===== config.mk =====
export PLATFORM = sky130hd
export DESIGN_NAME = carry_select_adder_32
export DESIGN_NICKNAME = d
export VERILOG_FILES = /design/src/rtl/csa_pkg.sv /design/src/rtl/rca_block.sv /design/src/rtl/carry_select_adder_32.sv
export SDC_FILE = /design/constraint.sdc
export NUM_CORES = 1
export LEC_CHECK = 0
export ABC_CLOCK_PERIOD_IN_PS = 14500
export CORE_MARGIN = 2
export CORE_UTILIZATION = 28
export DETAILED_ROUTE_END_ITERATION = 7
export PLACE_DENSITY = 0.9
export SYNTH_ARGS = -nofsm -noshare
export SYNTH_HDL_FRONTEND = slang
export SYNTH_SLANG_ARGS = --single-unit

===== constraint.sdc =====
create_clock -name vclk -period 14.5
set_input_delay 2.9 -clock vclk [all_inputs]
set_output_delay 2.9 -clock vclk [all_outputs]
set_load 0.02 [all_outputs]

===== src/rtl/csa_pkg.sv =====
// Shared width/block constants and word type for the carry-select adder family.
package csa_pkg;

  localparam int unsigned CSA_WIDTH = 32;
  localparam int unsigned CSA_BLK   = 4;

  typedef logic [CSA_WIDTH-1:0] csa_word_t;

endpackage : csa_pkg


===== src/rtl/rca_block.sv =====
// BLK-bit ripple-carry adder: {co, s} = a + b + ci.
module rca_block #(
  parameter int unsigned BLK = 4
) (
  input  logic [BLK-1:0] a,
  input  logic [BLK-1:0] b,
  input  logic           ci,
  output logic [BLK-1:0] s,
  output logic           co
);

  // Ripple the carry bit by bit; a block-local variable avoids a self-referencing vector.
  always_comb begin
    logic w_carry;
    w_carry = ci;
    s       = '0;
    for (int i = 0; i < int'(BLK); i++) begin
      s[i]    = a[i] ^ b[i] ^ w_carry;
      w_carry = (a[i] & b[i]) | (w_carry & (a[i] ^ b[i]));
    end
    co = w_carry;
  end

endmodule : rca_block


===== src/rtl/carry_select_adder_32.sv =====
// 32-bit unsigned carry-select adder: {cout, S} = A + B + cin.
// Block 0 ripples from cin; each upper block precomputes both carry-in cases and the real
// block carry selects the sum slice and outgoing carry.
// Optional build macro: CSA_OUTPUT_REG_EN registers S/cout (1-cycle latency, async clear).
// WIDTH must be a multiple of BLK.
module carry_select_adder_32
  import csa_pkg::*;
#(
  parameter int unsigned WIDTH = CSA_WIDTH,
  parameter int unsigned BLK   = CSA_BLK
) (
  input  logic             clk,
  input  logic             rst_n,
  input  logic [WIDTH-1:0] A,
  input  logic [WIDTH-1:0] B,
  input  logic             cin,
  output logic [WIDTH-1:0] S,
  output logic             cout
);

  localparam int unsigned NumBlk = WIDTH / BLK;

  logic [WIDTH-1:0] w_sum;
  logic             w_cout;

  for (genvar k = 0; k < int'(NumBlk); k++) begin : g_blk
    // Per-block carry nets keep the select chain free of a circular vector.
    logic w_ci;
    logic w_co;

    if (k == 0) begin : g_lo
      assign w_ci = cin;

      rca_block #(
        .BLK (BLK)
      ) u_rca (
        .a  (A[BLK-1:0]),
        .b  (B[BLK-1:0]),
        .ci (w_ci),
        .s  (w_sum[BLK-1:0]),
        .co (w_co)
      );
    end else begin : g_hi
      logic [BLK-1:0] w_s0;
      logic [BLK-1:0] w_s1;
      logic           w_co0;
      logic           w_co1;

      assign w_ci = g_blk[k-1].w_co;

      rca_block #(
        .BLK (BLK)
      ) u_rca0 (
        .a  (A[k*BLK +: BLK]),
        .b  (B[k*BLK +: BLK]),
        .ci (1'b0),
        .s  (w_s0),
        .co (w_co0)
      );

      rca_block #(
        .BLK (BLK)
      ) u_rca1 (
        .a  (A[k*BLK +: BLK]),
        .b  (B[k*BLK +: BLK]),
        .ci (1'b1),
        .s  (w_s1),
        .co (w_co1)
      );

      // Real block carry picks the precomputed result.
      assign w_sum[k*BLK +: BLK] = w_ci ? w_s1  : w_s0;
      assign w_co                = w_ci ? w_co1 : w_co0;
    end
  end

  assign w_cout = g_blk[NumBlk-1].w_co;

`ifdef CSA_OUTPUT_REG_EN
  logic [WIDTH-1:0] r_sum;
  logic             r_cout;

  // Output register; reset discards any in-flight result.
  always_ff @(posedge clk or negedge rst_n) begin
    if (!rst_n) begin
      r_sum  <= '0;
      r_cout <= 1'b0;
    end else begin
      r_sum  <= w_sum;
      r_cout <= w_cout;
    end
  end

  assign S    = r_sum;
  assign cout = r_cout;
`else
  // Combinational build: clock and reset are intentionally unused.
  logic unused_clk_rst;
  assign unused_clk_rst = clk ^ rst_n;

  assign S    = w_sum;
  assign cout = w_cout;
`endif

endmodule : carry_select_adder_32


==> flow_summary.ini <==
[timing]
hold_ws_ns = 6.61
min_period_over_period_pct = 105
fmax_mhz = 66.0
layout_min_cycle_time_ns = 15.16
timing.final.ws_setup_ns = -0.656
slew_viol_final = 0
hold_violations = 0
setup_violations = 4
maxSlewHeadroom_pct = 83.7
rsz0062_at_grt = yes
worst_pin_slew_ns = 0.244

[floorplanning]
die_x_microns = 64.1
dieArea_sq_um = 4100
core_area_sq_um = 3390
io_pins = 100
rows = 21
floorplan.initialDensity_pct = 29.8
fp.dieH_microns = 64.1

[global_routing]
grt_max_degree = 4
grt_remaining_overflow = 0
antenna_found_initial = 0
grt_pass1_wl_microns = 5050
track_usage_pct = 15.3
grt_pass1_vias = 1257

[setup_path]
cp-end-kind = primary output
arrival_ns = 12.26
cp.required_ns = 11.60
crit_top_cell = fa_2
critPathKind = in -> out
crit_path_max_fanout = 3
slowest_stage = fa_2
startpoint = A[0]
cp_slowest_stage_delay_ns = 0.42
start_kind = primary input

[run_status]
violations = setup timing
outcome = finished, violations left

[finish]
num_antenna_cells = 0
seq_area_sq_um = 0
nets = 333
clkbuf_count = 0
instances_no_fill = 271
seq_cells = 0
syn_to_final_growth_pct = 121
nFillCells = 257
drive_gt1_share_pct = 32.0

[power_and_ir_drop]
ir_drop_uv = 27.6
p_leak_uw = 0.00106
p_per_area_nw_per_um2 = 57.1

[detailed_routing]
routedWlPerCell_microns = 11.0
routed_wirelength_microns = 2980
drt_iter0_drc = 11
drc_errors = 0
vias = 1096
detail_route.first_pass.iterations = 4
vias_per_cell = 4.04
antenna_left = 0

[hold_path]
whs_path_depth = 3
hold_class = in -> out
min_from = B[30]

[placement]
gp_congestion = 0.654
place_inst = 266
portBuffers = 98
place_worst_setup_slack_ns = -1.68
dp_hpwl_microns = 2730

[run]
maxCapViolCount = 0

[synthesis]
syn_inst = 115
synthDistinctLibCells = 9
syn_area_per_cell_sq_um = 8.78
ys_seq_area_share_pct = 0
syn-num-nets = 221
netlist_area_sq_um = 1010
yosys_warnings = 0
cell usage after synthesis:
library cell | n | area [sq um]
fa_1 | 25 | 500
mux2i_1 | 1 | 10.0
nor2_1 | 2 | 7.51
inv_1 | 56 | 210
nand2_1 | 4 | 15.0
xnor2_1 | 7 | 61.3
o21ai_0 | 4 | 20.0
ha_1 | 14 | 175
a21oi_1 | 2 | 10.0
power by group:
part           switching, uW  internal, uW
combinational           58.6          68.6
clock                      0             0
sequential                 0             0
cells in the final DEF, fill, tap and decap left out:
cell and n:
xnor2_1 7, ha_1 14, buf_6 5, o21ai_2 4
inv_2 13, fa_2 25, nand2_2 4, a21oi_2 2
mux2i_2 1, dlymetal6s2s_1 1, buf_4 12, clkdlybuf4s50_1 87
dlygate4sd2_1 1, buf_2 4, inv_1 43, nor2_2 2
stage by stage:
step	setup TNS, ns	instance area (sq um)	utilization, %	total power (uW)
2_1_floorplan	-0.250	1090	-	63.2
3_3_place_gp	-5.59	2180	64.3	121
3_5_place_dp	-6.62	2180	64.3	125
4_1_cts	-2.35	2210	65.3	129
5_1_grt	-3.14	2230	65.8	139
6_report	-1.46	2230	65.8	127
layout make-up:
cell class | count | area, sq um | share of cell area [%]
Timing Repair Buffer | 110 | 1060 | 47.5
Inverter | 56 | 210 | 9.43
Multi-Input combinational cell | 59 | 903 | 40.5
Tap cell | 46 | 57.6 | 2.58
kinds of logic after synthesis:
group                      after synthesis  synth area share, %
buffers and inverters                   56                 20.8
adders and majority gates               39                 66.9
xor gates and xnor gates                 7                 6.07
AOI/OAI and AO/OA                        6                 2.97
and+or+nand+nor                          6                 2.23
muxes                                    1                0.991
repair_timing:
item | 4_1_cts | 5_1_grt
buffers inserted | 3 | 2
pin swaps | 32 | 30
resized for setup | 57 | 8
endpoints found under the setup margin | 7 | 7
cloned | 0 | 0
hold buffers | 0 | 0
worst max-delay path, delay by kind of cell:
kind | cells | cell delay [ns]
and+or+nand+nor | 1 | 0.04
buffers and inverters | 13 | 0.86
AOI/OAI and AO/OA | 6 | 0.50
adders and majority gates | 25 | 7.78
muxes | 1 | 0.17
final timing paths:
path | end | slack, ns
max | S[31] | -0.66
min | S[30] | 6.61
metal layers:
metal / up-vias / track usage (%) / wire, microns
li1: 523 / - / -
met1: 493 / 16.0 / 972
met2: 78 / 30.7 / 1560
met3: 2 / 5.11 / 434
met4: 0 / 0 / 14
met5: - / 0 / 0
No activity file was read; power rests on OpenSTA's default activity.
